--- config.mk ---
export PLATFORM = sky130hd
export DESIGN_NAME = converter_supervisor_flat
export DESIGN_NICKNAME = d
export VERILOG_FILES = /design/src/rtl/converter_supervisor_pkg.sv /design/src/rtl/converter_supervisor_if.sv /design/src/rtl/converter_supervisor_timer.sv /design/src/rtl/converter_supervisor.sv /design/src/flat_wrapper.sv
export SDC_FILE = /design/constraint.sdc
export NUM_CORES = 1
export LEC_CHECK = 0
export ABC_CLOCK_PERIOD_IN_PS = 2600
export CAP_MARGIN = 20
export CORE_UTILIZATION = 40
export DETAILED_ROUTE_END_ITERATION = 7
export PLACE_DENSITY_LB_ADDON = 0.2
export SYNTH_ARGS = -nofsm -noshare
export SYNTH_HDL_FRONTEND = slang
export SYNTH_SLANG_ARGS = --single-unit
--- constraint.sdc ---
create_clock -name clk_100M -period 2.6 [get_ports clk_100M]
set_input_delay 0.65 -clock clk_100M [delete_from_list [all_inputs] [get_ports clk_100M]]
set_output_delay 0.65 -clock clk_100M [all_outputs]
set_load 0.005 [all_outputs]
--- src/rtl/converter_supervisor_pkg.sv ---
// rtl/converter_supervisor_pkg.sv - shared encodings and fault classifier for the converter supervisor
// Contents: FSM state codes, gate-mode codes, fault codes, default timing/threshold values,
//           gate-mode decode per state and the prioritised fault classifier.
package converter_supervisor_pkg;

  typedef enum logic [2:0] {
    ST_IDLE  = 3'd0,
    ST_BOOT  = 3'd1,
    ST_PRECH = 3'd2,
    ST_RUN   = 3'd3,
    ST_FAULT = 3'd4,
    ST_COOL  = 3'd5,
    ST_LOCK  = 3'd6
  } state_t;

  typedef enum logic [1:0] {
    GM_OFF   = 2'b00,
    GM_BOOT  = 2'b01,
    GM_FORCE = 2'b10,
    GM_RUN   = 2'b11
  } gate_mode_t;

  typedef enum logic [2:0] {
    FC_NONE   = 3'd0,
    FC_SHORT  = 3'd1,
    FC_OV     = 3'd2,
    FC_OC     = 3'd3,
    FC_NOLOAD = 3'd4
  } fault_code_t;

  localparam logic [15:0] DEF_T_BOOT    = 16'd10;
  localparam logic [15:0] DEF_T_PRECH   = 16'd4;
  localparam logic [15:0] DEF_T_SETTLE  = 16'd500;
  localparam logic [15:0] DEF_T_COOL    = 16'd1000;
  localparam logic [1:0]  DEF_MAX_RETRY = 2'd3;
  localparam logic [7:0]  DEF_V_OV      = 8'd50;
  localparam logic [7:0]  DEF_V_MIN     = 8'd5;
  localparam logic [7:0]  DEF_I_MAX     = 8'd60;

  function automatic gate_mode_t gate_for(input state_t s);
    gate_mode_t g;
    case (s)
      ST_BOOT:  g = GM_BOOT;
      ST_PRECH: g = GM_FORCE;
      ST_RUN:   g = GM_RUN;
      default:  g = GM_OFF;
    endcase
    return g;
  endfunction

  // Highest-priority active fault: SHORT > OV > OC > NOLOAD.
  function automatic fault_code_t detect_fault(
    input logic       short_det,
    input logic [7:0] vbat,
    input logic [7:0] ibat,
    input logic       oc_en,
    input logic       pi_en,
    input logic [7:0] v_ov,
    input logic [7:0] v_min,
    input logic [7:0] i_max
  );
    fault_code_t f;
    if (short_det)                     f = FC_SHORT;
    else if (vbat > v_ov)              f = FC_OV;
    else if (oc_en && (ibat > i_max))  f = FC_OC;
    else if (pi_en && (vbat < v_min))  f = FC_NOLOAD;
    else                               f = FC_NONE;
    return f;
  endfunction

endpackage

--- src/rtl/converter_supervisor_if.sv ---
// rtl/converter_supervisor_if.sv - supervisor control/status bundle
// Inputs to supervisor: tick, enable, clear, cross_short, vbat_dec, ibat_dec
// Outputs from supervisor: gate_mode, ctrl_rst, pi_en, fault, fault_code, retry_cnt, state
interface converter_supervisor_if;
  logic       tick;
  logic       enable;
  logic       clear;
  logic       cross_short;
  logic [7:0] vbat_dec;
  logic [7:0] ibat_dec;
  logic [1:0] gate_mode;
  logic       ctrl_rst;
  logic       pi_en;
  logic       fault;
  logic [2:0] fault_code;
  logic [1:0] retry_cnt;
  logic [2:0] state;

  modport master (
    output tick, enable, clear, cross_short, vbat_dec, ibat_dec,
    input  gate_mode, ctrl_rst, pi_en, fault, fault_code, retry_cnt, state
  );

  modport slave (
    input  tick, enable, clear, cross_short, vbat_dec, ibat_dec,
    output gate_mode, ctrl_rst, pi_en, fault, fault_code, retry_cnt, state
  );
endinterface

--- src/rtl/converter_supervisor_timer.sv ---
// rtl/converter_supervisor_timer.sv - 16-bit tick counter with clear, saturation and limit compare
// Ports: clk_100M, rst (sync, active-high), clr (restart count), tick (1 us strobe),
//        limit (ticks for the current state), expire (pulse on the limit-th tick)
module supervisor_timer (
  input  logic        clk_100M,
  input  logic        rst,
  input  logic        clr,
  input  logic        tick,
  input  logic [15:0] limit,
  output logic        expire
);

  logic [15:0] count;

  always_ff @(posedge clk_100M) begin
    if (rst || clr) begin
      count <= 16'd0;
    end else if (tick && (count != 16'hFFFF)) begin
      count <= count + 16'd1;
    end
  end

  // Fires on the cycle carrying the limit-th tick so the owner can leave
  // on the same edge that would have counted it.
  assign expire = tick && (count == (limit - 16'd1));

endmodule

--- src/rtl/converter_supervisor.sv ---
// rtl/converter_supervisor.sv - start-up, protection and restart sequencer for the resonant converter
// Ports: clk_100M, rst (sync, active-high), bus (slave side of converter_supervisor_if):
//        tick/enable/clear/cross_short/vbat_dec/ibat_dec in;
//        gate_mode/ctrl_rst/pi_en/fault/fault_code/retry_cnt/state out (all registered)
module converter_supervisor
  import converter_supervisor_pkg::*;
#(
  parameter logic [15:0] T_BOOT    = DEF_T_BOOT,
  parameter logic [15:0] T_PRECH   = DEF_T_PRECH,
  parameter logic [15:0] T_SETTLE  = DEF_T_SETTLE,
  parameter logic [15:0] T_COOL    = DEF_T_COOL,
  parameter logic [1:0]  MAX_RETRY = DEF_MAX_RETRY,
  parameter logic [7:0]  V_OV      = DEF_V_OV,
  parameter logic [7:0]  V_MIN     = DEF_V_MIN,
  parameter logic [7:0]  I_MAX     = DEF_I_MAX
) (
  input  logic                   clk_100M,
  input  logic                   rst,
  converter_supervisor_if.slave  bus
);

  state_t      state_q, state_d;
  fault_code_t code_q, code_d;
  fault_code_t det;
  gate_mode_t  gate_q;
  logic [1:0]  retry_q, retry_d;
  logic        pi_en_q, pi_en_d;
  logic        ctrl_rst_q;
  logic        fault_q;
  logic [15:0] limit;
  logic        expire;
  logic        active;

  supervisor_timer u_timer (
    .clk_100M (clk_100M),
    .rst      (rst),
    .clr      (state_d != state_q),
    .tick     (bus.tick),
    .limit    (limit),
    .expire   (expire)
  );

  always_comb begin
    limit = 16'd0;
    case (state_q)
      ST_BOOT:  limit = T_BOOT;
      ST_PRECH: limit = T_PRECH;
      ST_RUN:   limit = T_SETTLE;
      ST_COOL:  limit = T_COOL;
      default:  limit = 16'd0;
    endcase
  end

  assign active = (state_q == ST_BOOT) || (state_q == ST_PRECH) || (state_q == ST_RUN);
  assign det    = detect_fault(bus.cross_short, bus.vbat_dec, bus.ibat_dec,
                               state_q == ST_RUN, pi_en_q, V_OV, V_MIN, I_MAX);

  always_comb begin
    state_d = state_q;
    code_d  = code_q;
    retry_d = retry_q;
    pi_en_d = 1'b0;

    case (state_q)
      ST_IDLE: begin
        if (bus.enable) begin
          state_d = ST_BOOT;
          code_d  = FC_NONE;
        end
      end
      ST_BOOT: begin
        if (expire) state_d = ST_PRECH;
      end
      ST_PRECH: begin
        if (expire) state_d = ST_RUN;
      end
      ST_RUN: begin
        // Surviving the settle window counts as a clean start: forget history.
        pi_en_d = pi_en_q || expire;
        if (expire) begin
          code_d  = FC_NONE;
          retry_d = 2'd0;
        end
      end
      ST_FAULT: begin
        // retry_q already holds the count incremented on entry to FAULT.
        state_d = (retry_q == MAX_RETRY) ? ST_LOCK : ST_COOL;
      end
      ST_COOL: begin
        if (expire) state_d = bus.enable ? ST_BOOT : ST_IDLE;
      end
      ST_LOCK: begin
        if (bus.clear && !bus.enable) begin
          state_d = ST_IDLE;
          code_d  = FC_NONE;
          retry_d = 2'd0;
        end
      end
      default: state_d = ST_IDLE;
    endcase

    if (active && (det != FC_NONE)) begin
      state_d = ST_FAULT;
      code_d  = det;
      retry_d = (retry_q == 2'd3) ? 2'd3 : retry_q + 2'd1;
      pi_en_d = 1'b0;
    end

    // Enable drop outranks a same-cycle fault: the code stays latched but the
    // fault is not counted against the retry budget.
    if ((active || (state_q == ST_COOL)) && !bus.enable) begin
      state_d = ST_IDLE;
      retry_d = 2'd0;
      pi_en_d = 1'b0;
    end
  end

  always_ff @(posedge clk_100M) begin
    if (rst) begin
      state_q    <= ST_IDLE;
      code_q     <= FC_NONE;
      retry_q    <= 2'd0;
      pi_en_q    <= 1'b0;
      gate_q     <= GM_OFF;
      ctrl_rst_q <= 1'b1;
      fault_q    <= 1'b0;
    end else begin
      state_q    <= state_d;
      code_q     <= code_d;
      retry_q    <= retry_d;
      pi_en_q    <= pi_en_d;
      gate_q     <= gate_for(state_d);
      ctrl_rst_q <= (state_d != ST_RUN);
      fault_q    <= (code_d != FC_NONE);
    end
  end

  assign bus.state      = state_q;
  assign bus.gate_mode  = gate_q;
  assign bus.ctrl_rst   = ctrl_rst_q;
  assign bus.pi_en      = pi_en_q;
  assign bus.fault      = fault_q;
  assign bus.fault_code = code_q;
  assign bus.retry_cnt  = retry_q;

endmodule

--- src/flat_wrapper.sv ---
// flat-port wrapper written by rule: the top's interface ports become plain ports
module converter_supervisor_flat import converter_supervisor_pkg::*;
#(
  parameter logic [15:0] T_BOOT    = DEF_T_BOOT,
  parameter logic [15:0] T_PRECH   = DEF_T_PRECH,
  parameter logic [15:0] T_SETTLE  = DEF_T_SETTLE,
  parameter logic [15:0] T_COOL    = DEF_T_COOL,
  parameter logic [1:0]  MAX_RETRY = DEF_MAX_RETRY,
  parameter logic [7:0]  V_OV      = DEF_V_OV,
  parameter logic [7:0]  V_MIN     = DEF_V_MIN,
  parameter logic [7:0]  I_MAX     = DEF_I_MAX
)
  (clk_100M, rst, bus_tick, bus_enable, bus_clear, bus_cross_short, bus_vbat_dec, bus_ibat_dec, bus_gate_mode, bus_ctrl_rst, bus_pi_en, bus_fault, bus_fault_code, bus_retry_cnt, bus_state);
  converter_supervisor_if bus_i ();
  input  logic clk_100M;
  input  logic rst;
  input wire logic [$bits(bus_i.tick)-1:0] bus_tick;
  input wire logic [$bits(bus_i.enable)-1:0] bus_enable;
  input wire logic [$bits(bus_i.clear)-1:0] bus_clear;
  input wire logic [$bits(bus_i.cross_short)-1:0] bus_cross_short;
  input wire logic [$bits(bus_i.vbat_dec)-1:0] bus_vbat_dec;
  input wire logic [$bits(bus_i.ibat_dec)-1:0] bus_ibat_dec;
  output wire logic [$bits(bus_i.gate_mode)-1:0] bus_gate_mode;
  output wire logic [$bits(bus_i.ctrl_rst)-1:0] bus_ctrl_rst;
  output wire logic [$bits(bus_i.pi_en)-1:0] bus_pi_en;
  output wire logic [$bits(bus_i.fault)-1:0] bus_fault;
  output wire logic [$bits(bus_i.fault_code)-1:0] bus_fault_code;
  output wire logic [$bits(bus_i.retry_cnt)-1:0] bus_retry_cnt;
  output wire logic [$bits(bus_i.state)-1:0] bus_state;
  assign bus_i.tick = bus_tick;
  assign bus_i.enable = bus_enable;
  assign bus_i.clear = bus_clear;
  assign bus_i.cross_short = bus_cross_short;
  assign bus_i.vbat_dec = bus_vbat_dec;
  assign bus_i.ibat_dec = bus_ibat_dec;
  assign bus_gate_mode = bus_i.gate_mode;
  assign bus_ctrl_rst = bus_i.ctrl_rst;
  assign bus_pi_en = bus_i.pi_en;
  assign bus_fault = bus_i.fault;
  assign bus_fault_code = bus_i.fault_code;
  assign bus_retry_cnt = bus_i.retry_cnt;
  assign bus_state = bus_i.state;
  converter_supervisor #(.T_BOOT(T_BOOT), .T_PRECH(T_PRECH), .T_SETTLE(T_SETTLE), .T_COOL(T_COOL), .MAX_RETRY(MAX_RETRY), .V_OV(V_OV), .V_MIN(V_MIN), .I_MAX(I_MAX)) u_core (.clk_100M(clk_100M), .rst(rst), .bus(bus_i));
endmodule
After elaboration in Yosys (flattened, before gate mapping)
Cells that the tools add are included.
{"block": "classes", "reduce_logical": 20, "eq_ne": 16, "n_addsub": 3, "magnitude_cmp": 3, "n_bitwise": 1, "muxes": 26}
{"operator": "$mux 3", "n": 15}
{"operator": "$pmux 10 s4", "n": 1}
{"operator": "$pmux 3 s7", "n": 1}
{"operator": "$add 16x1->16 const B", "n": 1}
{"operator": "$eq 16x16->1", "n": 1}
{"operator": "$gt 8x6->1 const B", "n": 2}
{"operator": "$ne 16x16->1 const B", "n": 1}
{"operator": "$sub 16x1->16 const B", "n": 1}
{"operator": "$eq 3x2->1 const B", "n": 4}
{"operator": "$mux 2", "n": 5}
{"operator": "$eq 3x3->1 const B", "n": 3}
{"operator": "$pmux 3 s3", "n": 1}
{"operator": "$reduce_bool 3->1", "n": 3}
{"operator": "$lt 8x3->1 const B", "n": 1}
{"operator": "$logic_and 1x1->1", "n": 7}
{"operator": "$eq 3x1->1 const B", "n": 2}
{"operator": "$ne 3x2->1 const B", "n": 2}
{"operator": "$pmux 2 s3", "n": 1}
{"operator": "$logic_or 1x1->1", "n": 5}
{"operator": "$pmux 2 s2", "n": 1}
{"operator": "$reduce_or 4->1", "n": 1}
{"operator": "$logic_not 3->1", "n": 1}
{"operator": "$ne 3x1->1 const B", "n": 1}
{"operator": "$ne 3x3->1", "n": 1}
{"operator": "other kinds (7)", "n": 7}
{"block": "word_totals", "output_inout_bits": 13, "reg_bits": 29}

Depth between registers and ports, before layout
{"block": "logic_depth", "depth_word": 12, "depth_mapped": 11, "ltp_nobuf": 9}

Hierarchy
A second synthesis with hierarchy kept.
{"block": "unflattened", "hier_cells": 280, "hier_area_um2": 2207.1}
{"module": "supervisor_timer", "seq_area_each_um2": 320.3, "n_inst": 1, "cells_each": 166, "area_per_inst_um2": 1301.2}
{"module": "converter_supervisor", "seq_area_each_um2": 260.2, "n_inst": 1, "cells_each": 114, "area_per_inst_um2": 905.9}

Worst setup path after synthesis
OpenSTA, ideal clock, no wires.
{"block": "synth_timing", "path_kind": "register to register", "from": "register u_core.state_q[2], in the netlist u_core.bus.state[2]", "to": "register u_core.code_q[1], in the netlist u_core.bus.fault_code[1]", "path_slack_ns": -0.228, "arrival_time_ns": 2.714, "setup_ns": 0.114, "path_stages_with_launch": 11, "n_path_buf": 2, "path_cell_list": "dfxtp_1 -> buf_6 -> or3b_1 -> clkbuf_1 -> ha_1 -> xnor2_1 -> or4_1 -> a211oi_4 -> nand3_1 -> and4_1 -> a21o_1"}
{"block": "synth_via", "elab_chain_cells": 8}
{"element": "start: declaration", "line_no": "converter_supervisor.sv:22", "rtl": "state_t state_q, state_d;"}
{"element": "start signal: assignment", "line_no": "converter_supervisor.sv:128", "rtl": "state_q <= state_d;"}
{"element": "$eq 3x3->1 (tied with other cells)", "line_no": "converter_supervisor.sv:45", "rtl": "case (state_q)"}
{"element": "$pmux 10 s4 or $logic_and 1x1->1 (tied branches)", "line_no": "converter_supervisor.sv:45, converter_supervisor_pkg.sv:65"}
{"element": "$sub 16x1->16 or $mux 3 (tied branches)", "line_no": "converter_supervisor_timer.sv:25, converter_supervisor_pkg.sv:65"}
{"element": "$eq 16x16->1 or $mux 3 (tied branches)", "line_no": "converter_supervisor_timer.sv:25, converter_supervisor_pkg.sv:64"}
{"element": "$logic_and 1x1->1 or $mux 3 (tied branches)", "line_no": "converter_supervisor_timer.sv:25, converter_supervisor_pkg.sv:63"}
{"element": "$mux 3 or $reduce_bool 3->1 (tied branches)", "line_no": "converter_supervisor.sv:80, converter_supervisor.sv:102"}
{"element": "$pmux 3 s3 or $logic_and 1x1->1 (tied branches)", "line_no": "converter_supervisor.sv:64, converter_supervisor.sv:102"}
{"element": "$mux 3 (*)", "line_no": "converter_supervisor.sv:102", "rtl": "if (active && (det != FC_NONE)) begin"}
{"element": "end signal: assignment", "line_no": "converter_supervisor.sv:129", "rtl": "code_q <= code_d;"}
{"element": "end: declaration", "line_no": "converter_supervisor.sv:23", "rtl": "fault_code_t code_q, code_d;"}
Mark *: on every way between the ends. The rest lies on a longest branch, timed or not.
A chain may end at the register's enable or synchronous reset.

Worst setup path after layout
{"block": "layout_timing", "from": "register u_core.state_q[1], in the netlist u_core.bus.state[1]", "to": "register u_core.gate_q[0], in the netlist u_core.bus.gate_mode[0]"}
{"block": "layout_via", "elab_chain_cells": 11}
{"element": "$eq 3x3->1 (tied with other cells)", "line_no": "converter_supervisor.sv:45, converter_supervisor.sv:64, converter_supervisor.sv:111"}
{"element": "$pmux 10 s4 or $logic_and 1x1->1 (tied branches)", "line_no": "converter_supervisor.sv:45, converter_supervisor_pkg.sv:65"}
{"element": "$sub 16x1->16 or $mux 3 (tied branches)", "line_no": "converter_supervisor_timer.sv:25, converter_supervisor_pkg.sv:65"}
{"element": "$eq 16x16->1 or $mux 3 (tied branches)", "line_no": "converter_supervisor_timer.sv:25, converter_supervisor_pkg.sv:64"}
{"element": "$logic_and 1x1->1 or $mux 3 (tied branches)", "line_no": "converter_supervisor_timer.sv:25, converter_supervisor_pkg.sv:63"}
{"element": "$mux 3 (tied with other cells)", "line_no": "converter_supervisor.sv:90", "rtl": "if (expire) state_d = bus.enable ? ST_BOOT : ST_IDLE;"}
{"element": "$pmux 3 s7 or $logic_and 1x1->1 (tied branches)", "line_no": "converter_supervisor.sv:64, converter_supervisor.sv:102"}
{"element": "$mux 3", "line_no": "converter_supervisor.sv:102"}
{"element": "$mux 3 (*)", "line_no": "converter_supervisor.sv:111", "rtl": "if ((active || (state_q == ST_COOL)) && !bus.enable) begin"}
{"element": "$eq 3x2->1 or $eq 3x1->1 (tied branches)", "line_no": "converter_supervisor_pkg.sv:42", "rtl": "case (s)"}
{"element": "$pmux 2 s3 (*)", "line_no": "converter_supervisor_pkg.sv:42"}
{"element": "end signal: assignment", "line_no": "converter_supervisor.sv:132", "rtl": "gate_q <= gate_for(state_d);"}
{"element": "end: declaration", "line_no": "converter_supervisor.sv:25", "rtl": "gate_mode_t gate_q;"}
Marks and branches as above.

==> metrics.yaml <==
power_density_nw_per_um2: 483
rr_worst_depth: 9
root_buffer: "clkbuf_8"
routed_wl_mm: 4.80
final-hold-violation-count: 0
skew_ns: 0.0133
min_path_type: "register to register"
grt_max_degree: 24
setup_viol: 0
synth-adder-area-share_pct: 1.33
routedWlPerCell_um: 13.6
vias: 1965
antenna_found_initial: 0
syn_area_um2: 1880
crit_chain: "or3b_4 > ha_4 > xnor2_1 > or4_4 > a211oi_4 > buf_4 > mux2_4 > nand3_4 > nor3_2"
vdd_ir_drop_max_mv: 0.290
yosysTopAreaCellShare_pct: 30.9
first_global_vias: 1769
synth_compound_area_share_pct: 21.2
path_buf_inv: 1
synth-main-ff-cell: "dfxtp_1"
fin_nets: 325
gp_congestion: 0.867
holdPathStages: 1
avgViaCountPerCell: 5.55
outcome: "complete, but fails checks"
seq_area_frac_synth_pct: 30.9
avgSynthCellArea_um2: 7.90
ys_warn_count: 0
grt_use_total_pct: 20.2
clkSinkCount: 29
synthTopCellsByArea: "dfxtp_1 (31%), nor2_1 (6.2%), nand2_1 (4.2%)"
yosysMostFrequentCell: "nor2_1"
fin_ws_ns: 0.0476
cts_hold_buf: 0
grt_use_met2_pct: 31.1
min_period_over_period_pct: 98.2
num_rows: 24
crit_arrival_ns: 2.71
rsz0062_at_grt: "yes"
cts.reportedPaths.clkPinSlew_ns: 0.07
failed_checks: "DRC"
fmax_mhz: 392
synth-edff-count: 0
use_met1_pct: 28.9
synth_common_cells: "nor2_1 (31), dfxtp_1 (29), nand2_1 (21)"
final_max_slew_viol_count: 0
post-place-ws_ns: -0.263
leakage_uw: 0.000968
dp.final_hpwl_mm: 3.57
grt_pass1_wl_mm: 8.07
drive_above_1_share_pct: 20.2
synth.distinct_cells: 52
whs_ns: 0.489
timing.rr.end: "u_core.bus.gate_mode[0]$_SDFF_PP0_"
grtUsageMet3_pct: 4.70
maxCapViolCount: 0
path_delay_family: "simple AND/OR/NAND/NOR gates"
ioPinCount: 35
areaGrowthSynthToFinish_pct: 41.7
dr.pass1.iters: 6
synth_xor_area_share_pct: 8.38
r2r_slack_ns: 0.05
cp_slowest_cell: "or4_4"
final.setup.tns_ns: 0
synth_mux_area_share_pct: 1.86
chipWidth_um: 70.6
max_slew_margin_pct: 58.3
drt_first_iter_violations: 154
hold_start: "u_core.bus.fault_code[2]$_SDFF_PP0_"
ys_seq_elements: 29
cts_buffer_depth: 2
die_h_um: 70.6
cts-htree-levels: 2
diodes: 0
async_flop_share_pct: 0
crit_type: "register to register"
power_uw: 1290
coreArea_um2: 4440
fillers: 423
period_needed_ns: 2.55
synth_top_family_by_area: "simple AND/OR/NAND/NOR gates"
cts_tree: "done"
cp.required_ns: 2.76
hold_end: "u_core.bus.fault_code[2]$_SDFF_PP0_"
syn_nets: 262
ant_nets: 0
synth-simple-area-share_pct: 32.8
cts_made_buffers: 5
grt_overflow_total: 0
path_max_fanout: 3
critPathCaptureType: "register"
r2r-start: "u_core.bus.state[1]$_SDFF_PP0_"
worst_pin_slew_ns: 0.619
numPortBuffers: 34
start_util_pct: 42.3
design.die.area_um2: 4980
yosys.area.top_type: "dfxtp_1"
startpoint: "u_core.bus.state[1]$_SDFF_PP0_"
slowest_delay_ns: 0.53
grt.busiest_layer: "met2"
drc_errors: 2
insertion_delay_ns: 0.28
crit_path_start_kind: "register"
synthCells: 238
-- per-stage QoR --
| stage | util [%] | std cells | cell area (µm²) |
|---|---|---|---|
| after floorplan | - | 238 | 1900 |
| after CTS | 58.6 | 352 | 2600 |
| after detailed placement | 55.9 | 344 | 2480 |
| after global routing | 60.0 | 354 | 2670 |
| final | 60.0 | 354 | 2670 |
| after global placement | 55.9 | 344 | 2480 |
-- power breakdown --
part	switching (µW)	internal (µW)
registers	14.7	461
clock network	178	312
logic	153	168
total	345	942
-- worst max path at each step --
| stage | cells after the start | slack (ns) | endpoint |
|---|---|---|---|
| after detailed placement | 8 | -0.26 | u_core.bus.fault_code[1]$_SDFF_PP0_ |
| after global placement | 8 | -0.24 | u_core.bus.fault_code[1]$_SDFF_PP0_ |
| final | 9 | 0.05 | u_core.bus.gate_mode[0]$_SDFF_PP0_ |
| after floorplan | 10 | -0.11 | u_core.bus.fault_code[1]$_SDFF_PP0_ |
| after global routing | 9 | -0.06 | u_core.bus.gate_mode[0]$_SDFF_PP0_ |
| after CTS | 9 | 0.004 | u_core.bus.retry_cnt[1]$_SDFFE_PP0P_ |
-- registers in the layout, summed over array words and instances (netlist names) --
register / count
u_core.bus.retry_cnt: 2
u_core.bus.fault_code: 3
u_core.bus.fault: 1
u_core.u_timer.count: 16
u_core.bus.ctrl_rst: 1
u_core.bus.pi_en: 1
u_core.bus.state: 3
u_core.bus.gate_mode: 2
-- cell families (layout without fill, tap and decap cells) --
kind of cell	Yosys count	count (layout)
fa+ha+maj	2	2
flops	29	29
mux	3	3
simple gates	118	118
xor+xnor	18	18
buf+inv	15	79
compound gates	53	53
-- cell usage in the layout (no fill, tap or decap), types with 6 or more instances in the layout --
cell / count
o21ai_0: 7
dfxtp_1: 28
clkdlybuf4s50_1: 34
nand4_1: 6
xnor2_1: 9
buf_4: 33
nor3_1: 7
nor2b_1: 6
nand3_1: 12
clkbuf_8: 6
nand2_1: 21
nor2_1: 31
xor2_1: 9
a21oi_1: 12
-- metal layers --
layer / vias up / wire (µm)
li1: 995 / -
met1: 870 / 2320
met2: 94 / 2070
met3: 6 / 370
met4: 0 / 39
met5: - / 0
-- what timing repair did --
action                     CTS  global route
gates cloned                 0             0
buffers inserted             0             2
pin swaps                    0             4
resized for setup            2             8
setup endpoints to repair    7            24
hold endpoints to repair     0             0
-- layout make-up --
class	instances	area (µm²)	area share, %
inverter	4	15.0	0.563
clock inverter	1	30.0	1.13
tap	52	65.1	2.44
sequential	29	582	21.8
timing repair buffer	67	588	22.1
clock buffer	7	86.3	3.24
multi-input combinational	194	1300	48.7
Note: power is estimated with default switching activity, not from simulation.
